`config.mk`:
```
export PLATFORM = sky130hd
export DESIGN_NAME = sip_stream_feeder
export DESIGN_NICKNAME = d
export VERILOG_FILES = /design/src/rtl/sip_stream_feeder.sv
export SDC_FILE = /design/constraint.sdc
export NUM_CORES = 1
export LEC_CHECK = 0
export BUFFER_PORTS_ARGS = -buffer_cell sky130_fd_sc_hd__buf_2
export CAP_MARGIN = 20
export CORE_AREA = 2 2 208 210
export CTS_CLUSTER_DIAMETER = 100
export CTS_CLUSTER_SIZE = 30
export DETAILED_ROUTE_END_ITERATION = 8
export DIE_AREA = 0 0 210 212
export MAX_ROUTING_LAYER = met4
export PLACE_DENSITY_LB_ADDON = 0.15
export SYNTH_ARGS = -nofsm -noshare
export SYNTH_HDL_FRONTEND = slang
export SYNTH_SLANG_ARGS = --single-unit
```
`constraint.sdc`:
```
create_clock -name clock -period 7.85 [get_ports clock]
set_clock_uncertainty 0.15 [all_clocks]
set_input_delay 1.1775 -clock clock [delete_from_list [all_inputs] [get_ports clock]]
set_output_delay 1.1775 -clock clock [all_outputs]
set_load 0.02 [all_outputs]
```
`src/rtl/sip_stream_feeder.sv`:
```
// Producer for the SIP data interface: tagged 16-bit host writes buffered in three per-stream FIFOs.
// Latency: write to output in 2 edges (push, auto-load); flush to new data in 1 edge. Host backpressure: wr_ready = target FIFO not full.

module sip_fifo #(
  parameter int W     = 16,
  parameter int DEPTH = 4
) (
  input  logic         clock,
  input  logic         reset,
  input  logic         push,
  input  logic [W-1:0] wdata,
  input  logic         pop,
  output logic [W-1:0] rdata,
  output logic         full,
  output logic         empty
);
  localparam int AW = $clog2(DEPTH);

  logic [AW:0]  wptr_q, wptr_d, rptr_q, rptr_d;
  logic [W-1:0] mem_q [DEPTH];
  logic         do_push, do_pop;

  // The extra pointer MSB separates full from empty when the index bits match.
  assign empty   = (wptr_q == rptr_q);
  assign full    = (wptr_q[AW] != rptr_q[AW]) && (wptr_q[AW-1:0] == rptr_q[AW-1:0]);
  assign do_push = push && !full;
  assign do_pop  = pop && !empty;
  assign rdata   = mem_q[rptr_q[AW-1:0]];

  always_comb begin
    wptr_d = wptr_q;
    rptr_d = rptr_q;
    if (do_push) wptr_d = wptr_q + {{AW{1'b0}}, 1'b1};
    if (do_pop)  rptr_d = rptr_q + {{AW{1'b0}}, 1'b1};
  end

  always_ff @(posedge clock or posedge reset) begin
    if (reset) begin
      wptr_q <= '0;
      rptr_q <= '0;
    end else begin
      wptr_q <= wptr_d;
      rptr_q <= rptr_d;
    end
  end

  always_ff @(posedge clock) begin
    if (do_push) mem_q[wptr_q[AW-1:0]] <= wdata;
  end
endmodule

module sip_stream_reg #(
  parameter int W = 16
) (
  input  logic         clock,
  input  logic         reset,
  input  logic         flush,
  input  logic         fifo_empty,
  input  logic [W-1:0] fifo_rdata,
  output logic         pop,
  output logic [W-1:0] cur,
  output logic         valid,
  output logic         und_set
);
  logic [W-1:0] cur_q, cur_d;
  logic         valid_q, valid_d;

  // An empty output register refills itself; a flush always tries to advance.
  always_comb begin
    pop     = (flush || !valid_q) && !fifo_empty;
    und_set = flush && fifo_empty;
    cur_d   = pop ? fifo_rdata : cur_q;
    valid_d = valid_q;
    if (pop)        valid_d = 1'b1;
    else if (flush) valid_d = 1'b0;
  end

  always_ff @(posedge clock or posedge reset) begin
    if (reset) begin
      cur_q   <= '0;
      valid_q <= 1'b0;
    end else begin
      cur_q   <= cur_d;
      valid_q <= valid_d;
    end
  end

  assign cur   = cur_q;
  assign valid = valid_q;
endmodule

module sip_stream_feeder #(
  parameter int N_SYN  = 16,
  parameter int W_BITS = 4,
  parameter int DEPTH  = 4
) (
  input  logic                    clock,
  input  logic                    reset,
  input  logic                    wr_valid,
  output logic                    wr_ready,
  input  logic [1:0]              wr_sel,
  input  logic [15:0]             wr_data,
  input  logic                    flush_weight,
  input  logic                    flush_spike,
  input  logic                    flush_Ein,
  output logic [N_SYN*W_BITS-1:0] parallel_in_weight,
  output logic [N_SYN-1:0]        parallel_spike_in,
  output logic [N_SYN-1:0]        parallel_Ein,
  output logic                    weight_valid,
  output logic                    spike_valid,
  output logic                    Ein_valid,
  output logic                    underrun,
  input  logic                    underrun_clr
);
  localparam int WW = N_SYN * W_BITS;

  logic          w_full, w_empty, s_full, s_empty, e_full, e_empty;
  logic          w_pop, s_pop, e_pop;
  logic          w_und, s_und, e_und;
  logic          w_push, s_push, e_push, accept;
  logic [WW-1:0] w_rdata;
  logic [15:0]   s_rdata, e_rdata;

  logic [1:0]       beat_q, beat_d;
  logic [WW-17:0]   asm_q, asm_d;
  logic             underrun_q, underrun_d;

  always_comb begin
    case (wr_sel)
      2'd0:    wr_ready = !w_full;
      2'd1:    wr_ready = !s_full;
      2'd2:    wr_ready = !e_full;
      default: wr_ready = 1'b1;
    endcase
  end

  assign accept = wr_valid && wr_ready;
  assign w_push = accept && (wr_sel == 2'd0) && (beat_q == 2'd3);
  assign s_push = accept && (wr_sel == 2'd1);
  assign e_push = accept && (wr_sel == 2'd2);

  // Beats 0..2 collect in asm_q; beat 3 completes the frame straight from wr_data.
  always_comb begin
    beat_d = beat_q;
    asm_d  = asm_q;
    if (accept && (wr_sel == 2'd0)) begin
      beat_d = beat_q + 2'd1;
      case (beat_q)
        2'd0:    asm_d[15:0]  = wr_data;
        2'd1:    asm_d[31:16] = wr_data;
        2'd2:    asm_d[47:32] = wr_data;
        default: asm_d        = asm_q;
      endcase
    end
  end

  always_comb begin
    underrun_d = underrun_q;
    if (w_und || s_und || e_und) underrun_d = 1'b1;
    else if (underrun_clr)       underrun_d = 1'b0;
  end

  always_ff @(posedge clock or posedge reset) begin
    if (reset) begin
      beat_q     <= '0;
      asm_q      <= '0;
      underrun_q <= 1'b0;
    end else begin
      beat_q     <= beat_d;
      asm_q      <= asm_d;
      underrun_q <= underrun_d;
    end
  end

  assign underrun = underrun_q;

  sip_fifo #(.W(WW), .DEPTH(DEPTH)) u_w_fifo (
    .clock(clock), .reset(reset), .push(w_push), .wdata({wr_data, asm_q}),
    .pop(w_pop), .rdata(w_rdata), .full(w_full), .empty(w_empty)
  );
  sip_fifo #(.W(16), .DEPTH(DEPTH)) u_s_fifo (
    .clock(clock), .reset(reset), .push(s_push), .wdata(wr_data),
    .pop(s_pop), .rdata(s_rdata), .full(s_full), .empty(s_empty)
  );
  sip_fifo #(.W(16), .DEPTH(DEPTH)) u_e_fifo (
    .clock(clock), .reset(reset), .push(e_push), .wdata(wr_data),
    .pop(e_pop), .rdata(e_rdata), .full(e_full), .empty(e_empty)
  );

  sip_stream_reg #(.W(WW)) u_w_reg (
    .clock(clock), .reset(reset), .flush(flush_weight), .fifo_empty(w_empty),
    .fifo_rdata(w_rdata), .pop(w_pop), .cur(parallel_in_weight),
    .valid(weight_valid), .und_set(w_und)
  );
  sip_stream_reg #(.W(16)) u_s_reg (
    .clock(clock), .reset(reset), .flush(flush_spike), .fifo_empty(s_empty),
    .fifo_rdata(s_rdata), .pop(s_pop), .cur(parallel_spike_in),
    .valid(spike_valid), .und_set(s_und)
  );
  sip_stream_reg #(.W(16)) u_e_reg (
    .clock(clock), .reset(reset), .flush(flush_Ein), .fifo_empty(e_empty),
    .fifo_rdata(e_rdata), .pop(e_pop), .cur(parallel_Ein),
    .valid(Ein_valid), .und_set(e_und)
  );
endmodule

```
==> results of run 1 <==
## layout make-up
type / count / share of cell area, %
multi-input combinational: 341 / 21.2
clock inverter: 1 / 0.0883
clock buffer: 39 / 2.80
inverter: 14 / 0.265
sequential: 552 / 69.4
timing repair buffer: 139 / 3.25
tap: 546 / 3.01
## sequential cells by signal, indices dropped and copies added, names as in the netlist, 2 cells and up
signal and cells:
u_w_fifo.mem_q 256, u_e_fifo.mem_q 64, u_s_fifo.mem_q 64, u_w_reg.cur 64, asm_q 48, u_e_reg.cur 16, u_s_reg.cur 16, u_e_fifo.rptr_q 3
u_e_fifo.wptr_q 3, u_s_fifo.rptr_q 3, u_s_fifo.wptr_q 3, u_w_fifo.rptr_q 3, u_w_fifo.wptr_q 3, beat_q 2
## critical path, delay by kind of cell (launching register included)
kind                   cells  cell delay, ns
AO/OA/AOI/OAI              1            0.29
flip-flops                 1            0.36
XOR/XNOR                   1            0.52
buffers and inverters      2            0.99
AND/OR/NAND/NOR            1            0.14
## power breakdown
group          leakage, nW  internal (mW)  switching, mW  total, mW
Clock                0.312          0.568          0.840       1.41
Sequential            5.46           3.80          0.449       4.25
Combinational         2.25           1.25           1.33       2.59
Total                 8.02           5.62           2.62       8.24
## logic make-up (layout without fill, tap and decap cells)
kind of cell | count (synthesis) | in the layout | synth area share, %
adders and majority gates | 19 | 19 | 1.14
buffers and inverters | 51 | 193 | 1.42
muxes | 247 | 247 | 18.7
AOI/OAI and AO/OA | 19 | 19 | 0.968
DFF | 552 | 552 | 75.6
xor gates and xnor gates | 28 | 28 | 1.29
and+or+nand+nor | 28 | 28 | 0.860
## metrics by stage
stage / utilization (%) / worst slack [ns] / total power [mW] / cells
final: 53.4 / 3.63 / 8.24 / 1632
after global routing: 53.4 / 3.45 / 8.70 / 1632
after CTS: 53.3 / 3.60 / 8.36 / 1631
after detailed placement: 51.8 / 3.80 / 6.96 / 1591
after global placement: 51.8 / 3.78 / 6.90 / 1591
after floorplan: - / 1.98 / 6.17 / 944
## Yosys cell counts, types with 9 or more instances
master and number:
buf_2 16, clkbuf_1 9, dfrtp_1 168, edfxtp_1 384, ha_1 19, inv_1 14
mux2_1 41, mux2_2 100, mux2_4 10, mux4_2 96, xnor2_1 15, xor2_1 10
## worst min-delay path by stage
stage / startpoint / slack [ns] / end / depth (start not counted)
4_1_cts: asm_q[24] / 0.34 / u_w_fifo.mem_q[3][24] / 0
3_5_place_dp: u_w_reg.cur[5] / 0.32 / u_w_reg.cur[5] / 1
3_3_place_gp: u_w_reg.cur[10] / 0.31 / u_w_reg.cur[10] / 1
2_1_floorplan: u_e_fifo.wptr_q[2] / 0.32 / u_e_fifo.wptr_q[2] / 1
5_1_grt: u_w_reg.cur[5] / 0.36 / u_w_reg.cur[5] / 1
6_report: asm_q[24] / 0.34 / u_w_fifo.mem_q[3][24] / 0
## placed cells by master (no fill, tap or decap), types with 3 or more instances in the layout
cell	instances
edfxtp_1	384
dfrtp_1	166
buf_2	125
mux2_2	100
mux4_2	96
mux2_1	41
clkbuf_16	23
ha_1	19
clkbuf_1	16
xnor2_1	15
buf_4	13
inv_1	12
xor2_1	10
mux2_4	10
and2_1	6
nand2b_1	4
o311ai_0	4
nor3_1	3
and3_4	3
## metal layers
layer  track usage, %  part of all wire, %
met5                -                    0
met4             3.18                  1.2
met3             1.91                  3.1
met2             29.1                   50
met1             25.5                   46
==> results by group, run 1 <==
Clock network
  • Bufs on Longest Clock Path: 3
  • CTS tree: yes
  • Clock H-tree levels: 1
  • Root buf cell: clkbuf_16
  • # clock sinks: between 500 and 600
  • PostCTS Resize Cnt: 0
  • # hold bufs at CTS: 0
  • Total CTS buffers: 22
  • Reg clk slew, reported paths: 0.12 ns
  • Post-CTS Setup Inserts: 0
  • Clock Latency Late Sink: 0.56 ns

Worst setup path
  • CP Capture Type: output pin
  • Critical path capture point: wr_ready
  • Worst Path Required: 6.52 ns
  • Max FO, Critical Path: 67
  • Max stage delay cell, worst path: buf_4
  • Reg2Reg Depth: 5
  • RR Startpoint: u_w_fifo.rptr_q[1]
  • CP Cell Sequence: buf_4, xor2_2, nor3_1, a211oi_1, buf_2
  • Critical path class: register to output pin
  • CP max stage delay: 0.77 ns
  • CP Launch Type: register
  • R2R Setup Slk: approximately 3.9 ns
  • Worst reg2reg endpoint: u_w_fifo.mem_q[3][21]
  • CP Data Arrival Time: 2.89 ns
  • Worst Setup SP: u_w_fifo.rptr_q[1]

Synth
  • Gate Count Post-Synth: 944
  • Syn nets: slightly below 1000
  • Async S/R FF share, synth: a little under a third
  • Synth top area cells: edfxtp_1, dfrtp_1, mux4_2, mux2_2, mux2_1
  • Post-synth EDFFs: roughly 380
  • Synth warn: 0
  • Seq/Total Area, Yosys: 75.6%
  • Mean post-synth cell area: 22.1 um2
  • Main synth FF type: edfxtp_1
  • FF+latch count, synth: about 550
  • Area leader, netlist: edfxtp_1
  • Area fraction of the dominant cell type after synthesis: a little under three fifths
  • Yosys cell types: 42
  • Mapped Area: between 0.02 and 0.025 mm2

Pwr
  • Leak pwr: 8.02 nW
  • VDD IR max: 200 uV
  • PD cells: roughly 360 mW/mm2

Route
  • Routed wire per std cell: 23.6 um
  • Drt pass-1 iters: 7
  • 1st-iter DRT viols: 623
  • Total wire length: about 38000 um
  • Routed vias: 9015
  • Vias per inst: about 5.5
  • Routed Antenna Nets: 0
  • Drc violations: 0

STA
  • Post-layout min period: 4.22 ns
  • Max-slew headroom: 28.2%
  • RSZ-0062 raised after global routing: false
  • Slew @ Worst Pin: 1.08 ns
  • Fin. Hold Viols: 0
  • Final period utilization: 53.8%
  • Worst hold slack: 0.338 ns
  • Slew Limit Fails: 0
  • Final setup violation count: 0
  • Setup_tns: 0 ns
  • Fmax: between 200 and 250 MHz

Place
  • Dpl hpwl: 21900 um
  • Routability congestion estimate: 0.733
  • Placed Area: approximately 0.022 mm2
  • Port Buf Inserts: 125

Cells and area
  • Sequential Area: 0.0157 mm2
  • Share of post-route cells with drive strength above 1: 35.4%
  • Area taken by multi-input logic gates: a little under 0.005 mm2
  • NumNets Final: 1114
  • Cell area after layout: 0.0227 mm2
  • Fillers: 3314
  • ANT cells: 0
  • Layout area overhead: 8.95%

Die
  • Die Y: ~210 um
  • Initial core utilization: 49.0%
  • Core area: roughly 0.043 mm2
  • Die X: 210 um
  • I/O pin count: 126
  • Area of the die: 0.0445 mm2
  • Rows: between 70 and 80

Global routing
  • Number of global-route vias before repair: 9136
  • Total Routing Usage GR: 18.0%
  • Largest net degree at the start of global routing: 111
  • Grt ovf: 0
  • Initial antenna violation count: 0
  • First-pass GRT wire length: a little under 60000 um

Min path
  • Hold Crit Class: register to register

Job
  • Max Cap Viol: 0

Outcome
  • Outcome: complete, no violations
(Power assumes the default switching activity.)
==> inputs of run 2 (changes only) <==
==> constraint.sdc (replaced) <==
create_clock -name clock -period 4.3 [get_ports clock]
set_clock_uncertainty 0.15 [all_clocks]
set_input_delay 0.645 -clock clock [delete_from_list [all_inputs] [get_ports clock]]
set_output_delay 0.645 -clock clock [all_outputs]
set_load 0.02 [all_outputs]
==> results by group, run 2 (same netlist as run 1, synthesis figures left out) <==
STA
  • Max-slew headroom: 25.1% (-3.2 points)
  • Slew Limit Fails: 0 (unchanged)
  • Slew @ Worst Pin: 1.12 ns (+0.0447 ns)
  • Post-layout min period: 3.18 ns
  • Worst hold slack: 0.0976 ns (-0.240 ns)
  • Fin. Hold Viols: 0 (unchanged)
  • Final period utilization: between 70% and 80%
  • RSZ-0062 raised after global routing: false
  • Min setup slack post-route: 1.12 ns (-2.51 ns)
  • Final setup violation count: 0 (unchanged)
  • Setup_tns: 0 ns (unchanged)
  • Fmax: ~310 MHz

Clock network
  • Root buf cell: clkbuf_16
  • Post-CTS Setup Inserts: 0 (unchanged)
  • Total CTS buffers: 22 (unchanged)
  • Clock Latency Late Sink: 0.56 ns (about the same)
  • # hold bufs at CTS: 0 (unchanged)
  • # clock sinks: 552 (unchanged)
  • Clock H-tree levels: 1 (unchanged)
  • Bufs on Longest Clock Path: 3 (unchanged)
  • PostCTS Resize Cnt: 0 (unchanged)
  • CTS tree: yes
  • Reg clk slew, reported paths: 0.11 ns (about the same)

Pwr
  • Switching share of power: 31.8% (about the same)
  • Part of the power in registers: 51.2% (-0.3 points)
  • VDD IR max: 368 uV (+84%)
  • Logic pwr share: 31.6% (+0.2 points)
  • PD cells: 661 mW/mm2 (+82%)
  • Psw: 4.80 mW (+83%)
  • Clk network pwr share: 17.1% (about the same)
  • Leak pwr: 8.06 nW (+0.52%)
  • Int Pwr: 10.3 mW (+83%)

Die
  • Die Y: 212 um (unchanged)
  • Core area: 0.0425 mm2 (unchanged)
  • Rows: 76 (unchanged)
  • Area of the die: 0.0445 mm2 (unchanged)
  • Initial core utilization: 49.0% (unchanged)
  • Die X: 210 um (unchanged)
  • I/O pin count: 126 (unchanged)

Cells and area
  • Most frequent cells in the layout: edfxtp_1, dfrtp_1, buf_2
  • Share of post-route cells with drive strength above 1: 35.7% (+0.36 points)
  • Cell area after layout: 0.0228 mm2 (+0.49%)
  • Most common cell after layout, fill and taps aside: edfxtp_1
  • Max FFs per register: 256 (unchanged)
  • Layout area overhead: 9.48%
  • NumNets Final: 1120 (+0.54%)
  • ANT cells: 0 (unchanged)

Route
  • Routed wire per std cell: 23.7 um (+0.70%)
  • Drt pass-1 iters: 6 (-1)
  • 1st-iter DRT viols: 595 (-4.5%)
  • Total wire length: 38900 um (+1.1%)
  • Drc violations: 0 (unchanged)
  • Routed Antenna Nets: 0 (unchanged)
  • Routed vias: 9118 (+1.1%)
  • Vias per inst: 5.57 (+0.77%)

Worst setup path
  • Worst Path Required: 3.50 ns (-3.02 ns)
  • R2R Setup Slk: 1.21 ns (-2.70 ns)
  • Max FO, Critical Path: 23 (-66%)
  • Reg2Reg Depth: 4 (-1)
  • CP Launch Type: register
  • CP Data Arrival Time: 2.39 ns (-0.50 ns)
  • Critical path class: register to output pin
  • CP Capture Type: output pin

Global routing
  • Number of global-route vias before repair: 9458 (+3.5%)
  • Total Routing Usage GR: 18.4% (+0.45 points)
  • Initial antenna violation count: 0 (unchanged)
  • Largest net degree at the start of global routing: 67 (-40%)
  • First-pass GRT wire length: 59100 um (+2.2%)
  • Grt ovf: 0 (unchanged)

Place
  • Dpl hpwl: 23000 um (+4.9%)
  • Routability congestion estimate: 0.712 (-2.7%)
  • Placed Area: 0.0221 mm2 (+0.57%)
  • Port Buf Inserts: 125 (unchanged)
  • Pre-CTS WS: 1.16 ns (-2.64 ns)

Job
  • Max Cap Viol: 0 (unchanged)

Min path
  • Hold Crit Class: input pin to async pin

Outcome
  • Outcome: complete, no violations
[run 2: per-layer routing]
| metal | track usage, % | wire, um |
|---|---|---|
| met3 | 2.16 | 1660 |
| met5 | - | 0 |
| met4 | 2.81 | 390 |
| met2 | 30.3 | 19600 |
| met1 | 25.8 | 17300 |
[run 2: final timing paths]
check / startpoint / to
hold reg to reg: u_w_reg.cur[53] / u_w_reg.cur[53]
setup reg to reg: u_w_fifo.rptr_q[0] / u_w_reg.cur[24]
max in group asynchronous: reset / asm_q[24]
min in group clock: flush_Ein / underrun
hold / removal: reset / u_w_reg.cur[34]
setup / recovery: u_w_fifo.rptr_q[0] / wr_ready
[run 2: critical path: stages (launching register included)]
cell,delay [ns]
dfrtp_4,0.76
xor2_2,0.51
nor3_1,0.11
a211oi_1,0.24
buf_2,0.21
[run 2: through the flow]
step | power (mW) | utilization [%] | cells
6_report | 15.1 | 53.6 | 1638
5_1_grt | 15.9 | 53.6 | 1638
4_1_cts | 15.3 | 53.6 | 1638
3_5_place_dp | 12.7 | 52.1 | 1598
3_3_place_gp | 12.6 | 52.1 | 1598
2_1_floorplan | 11.3 | - | 944
[run 2: power by group through the flow]
stage          registers, mW  logic [mW]  clock network, mW
2_1_floorplan           8.16        3.11                  0
3_3_place_gp            7.82        4.83                  0
3_5_place_dp            7.87        4.87                  0
4_1_cts                 7.74        4.89               2.66
5_1_grt                 7.88        5.19               2.85
6_report                7.72        4.76               2.58
[run 2: final cells by class]
cell class / count / area, um2
Clock buffer: 39 / 636
Clock inverter: 1 / 20.0
Fill cell: 3298 / 19700
Inverter: 14 / 56.3
Multi-Input combinational cell: 341 / 4800
Sequential cell: 552 / 15700
Tap cell: 546 / 683
Timing Repair Buffer: 145 / 851
==> inputs of run 3 (changes only) <==
==> constraint.sdc (replaced) <==
create_clock -name clock -period 2.8 [get_ports clock]
set_clock_uncertainty 0.15 [all_clocks]
set_input_delay 0.42 -clock clock [delete_from_list [all_inputs] [get_ports clock]]
set_output_delay 0.42 -clock clock [all_outputs]
set_load 0.02 [all_outputs]
==> results by group, run 3 (same netlist as run 1, synthesis figures left out) <==
Die
  • Initial core utilization: 49.0% (unchanged)
  • Core area: 0.0425 mm2 (unchanged)
  • Area of the die: 0.0445 mm2 (unchanged)
  • Die Y: 212 um (unchanged)
  • I/O pin count: 126 (unchanged)
  • Die X: 210 um (unchanged)
  • Rows: 76 (unchanged)

Worst setup path
  • CP Cell Sequence: xnor2_2, nor3_1, a211oi_1, buf_2
  • CP Capture Type: output pin
  • Critical path class: register to output pin
  • Max stage delay cell, worst path: xnor2_2
  • CP max stage delay: 0.47 ns (-0.29 ns)
  • CP Data Arrival Time: 2.13 ns (-0.26 ns)
  • Worst Path Required: 2.23 ns (-1.27 ns)
  • CP Launch Type: register
  • Max FO, Critical Path: 7 (-70%)

Place
  • Port Buf Inserts: 125 (unchanged)
  • Routability congestion estimate: 0.758 (+6.3%)
  • Dpl hpwl: 23100 um (+0.36%)
  • Placed Area: 0.0224 mm2 (+1.1%)
  • Pre-CTS WS: 0.343 ns (-0.817 ns)

STA
  • Post-layout min period: between 2 and 3 ns
  • Setup_tns: 0 ns (unchanged)
  • Slew @ Worst Pin: 1.03 ns (-0.0962 ns)
  • Fmax: 370 MHz
  • Final setup violation count: 0 (unchanged)
  • Fin. Hold Viols: 0 (unchanged)
  • Max-slew headroom: 31.7% (+6.6 points)
  • Min setup slack post-route: 0.0993 ns (-1.02 ns)
  • RSZ-0062 raised after global routing: false
  • Final period utilization: 96.5%
  • Slew Limit Fails: 0 (unchanged)

Clock network
  • Clock Latency Late Sink: 0.57 ns (about the same)
  • Bufs on Longest Clock Path: 3 (unchanged)
  • Post-CTS Setup Inserts: 0 (unchanged)
  • # clock sinks: 552 (unchanged)
  • Reg clk slew, reported paths: 0.11 ns (about the same)
  • Clock H-tree levels: 1 (unchanged)
  • Root buf cell: clkbuf_16
  • Total CTS buffers: 22 (unchanged)
  • CTS tree: yes

Global routing
  • Grt ovf: 0 (unchanged)
  • Largest net degree at the start of global routing: 67 (unchanged)
  • Initial antenna violation count: 0 (unchanged)
  • Total Routing Usage GR: 18.8% (+0.33 points)
  • First-pass GRT wire length: 60200 um (+1.9%)
  • Number of global-route vias before repair: 9771 (+3.3%)

Route
  • Drt pass-1 iters: 5 (-1)
  • Vias per inst: 5.53 (-0.71%)
  • Total wire length: 39300 um (+1.1%)
  • 1st-iter DRT viols: 589 (-1.0%)
  • Routed Antenna Nets: 0 (unchanged)
  • Routed vias: 9208 (+0.99%)
  • Drc violations: 0 (unchanged)
  • Routed wire per std cell: 23.6 um (-0.64%)

Min path
  • Hold Crit Class: input pin to register

Pwr
  • Clk network pwr share: 16.9% (-0.2 points)
  • PD cells: 1020 mW/mm2 (+54%)
  • VDD IR max: 673 uV (+83%)
  • Logic pwr share: 33.1% (+1.5 points)
  • Psw: 7.48 mW (+56%)
  • Total power: 23.5 mW (+56%)
  • Int Pwr: 16.0 mW (+56%)
  • Leak pwr: 8.21 nW (+1.8%)
  • Part of the power in registers: 50.0% (-1.2 points)
  • Switching share of power: 31.8% (about the same)

Job
  • Max Cap Viol: 0 (unchanged)

Cells and area
  • Layout area overhead: 10.9%
  • ANT cells: 0 (unchanged)
  • Cell area after layout: 0.0231 mm2 (+1.3%)
  • Max FFs per register: 256 (unchanged)
  • NumNets Final: 1148 (+2.5%)
  • Most common cell after layout, fill and taps aside: edfxtp_1
  • Share of post-route cells with drive strength above 1: 37.2% (+1.5 points)
  • Most frequent cells in the layout: edfxtp_1, dfrtp_1, buf_2

Outcome
  • Outcome: complete, no violations
-- run 3: cell types whose count changed in the layout (fill, tap and decap cells not counted), sizes merged --
| cell | change |
|---|---|
| inv | -1 |
| buf | +25 |
| clkinvlp | +1 |
| dlygate4sd3 | +3 |
-- run 3: timing repair --
| item | in CTS | in global routing |
|---|---|---|
| hold buffers | 3 | 0 |
| resized for setup | 1 | 2 |
| setup endpoints to repair | 1 | 1 |
| hold endpoints to repair | 11 | 0 |
-- run 3: final timing paths --
kind                               startpoint                     to  slack [ns]  cells after the start
setup reg to reg                    beat_q[1]  u_w_fifo.mem_q[3][60]        0.34                      5
max in group asynchronous               reset        u_w_reg.cur[30]        1.60                      4
min in group asynchronous               reset         u_w_reg.cur[9]        0.24                      3
hold reg to reg               u_w_reg.cur[44]        u_w_reg.cur[44]        0.34                      1
setup / recovery           u_w_fifo.rptr_q[2]               wr_ready         0.1                      4
hold / removal                    flush_spike          u_s_reg.valid        0.09                      3
-- run 3: worst max-delay path, delay by kind of cell, from the launching register on --
family	cells	cell delay [ns]
flip-flops	1	0.46
XOR/XNOR	1	0.47
buffers and inverters	1	0.21
AO/OA/AOI/OAI	1	0.24
AND/OR/NAND/NOR	1	0.18
-- run 3: stage by stage --
stage	instances	hold slack (ns)	utilization (%)
global route	1666	0.0981	54.3
floorplan	944	0.315	-
detailed placement	1623	0.298	52.6
CTS	1666	0.0614	54.3
finish	1666	0.0863	54.3
global placement	1623	0.290	52.6
-- run 3: area by class of cell --
cell class	count	area, um2
inverter	14	60.1
tap	546	683
fill	3316	19400
clock buffer	39	636
clock inverter	1	20.0
timing repair buffer	173	1110
sequential	552	15700
multi-input combinational	341	4830
-- run 3: layer usage --
metal / vias up / GRT usage (%) / wire length, um
li1: 4056 / - / -
met1: 4958 / 25.6 / 17400
met2: 154 / 31.3 / 19900
met3: 40 / 1.83 / 1280
met4: 0 / 4.21 / 687
met5: - / - / 0
-- run 3: power by group through the flow --
stage	Sequential, mW	Combinational (mW)	Clock, mW
after detailed placement	11.9	7.89	0
final	11.7	7.77	3.98
after global placement	11.9	7.80	0
after CTS	11.8	7.94	4.11
after global routing	12.0	8.43	4.38
after floorplan	12.5	4.78	0
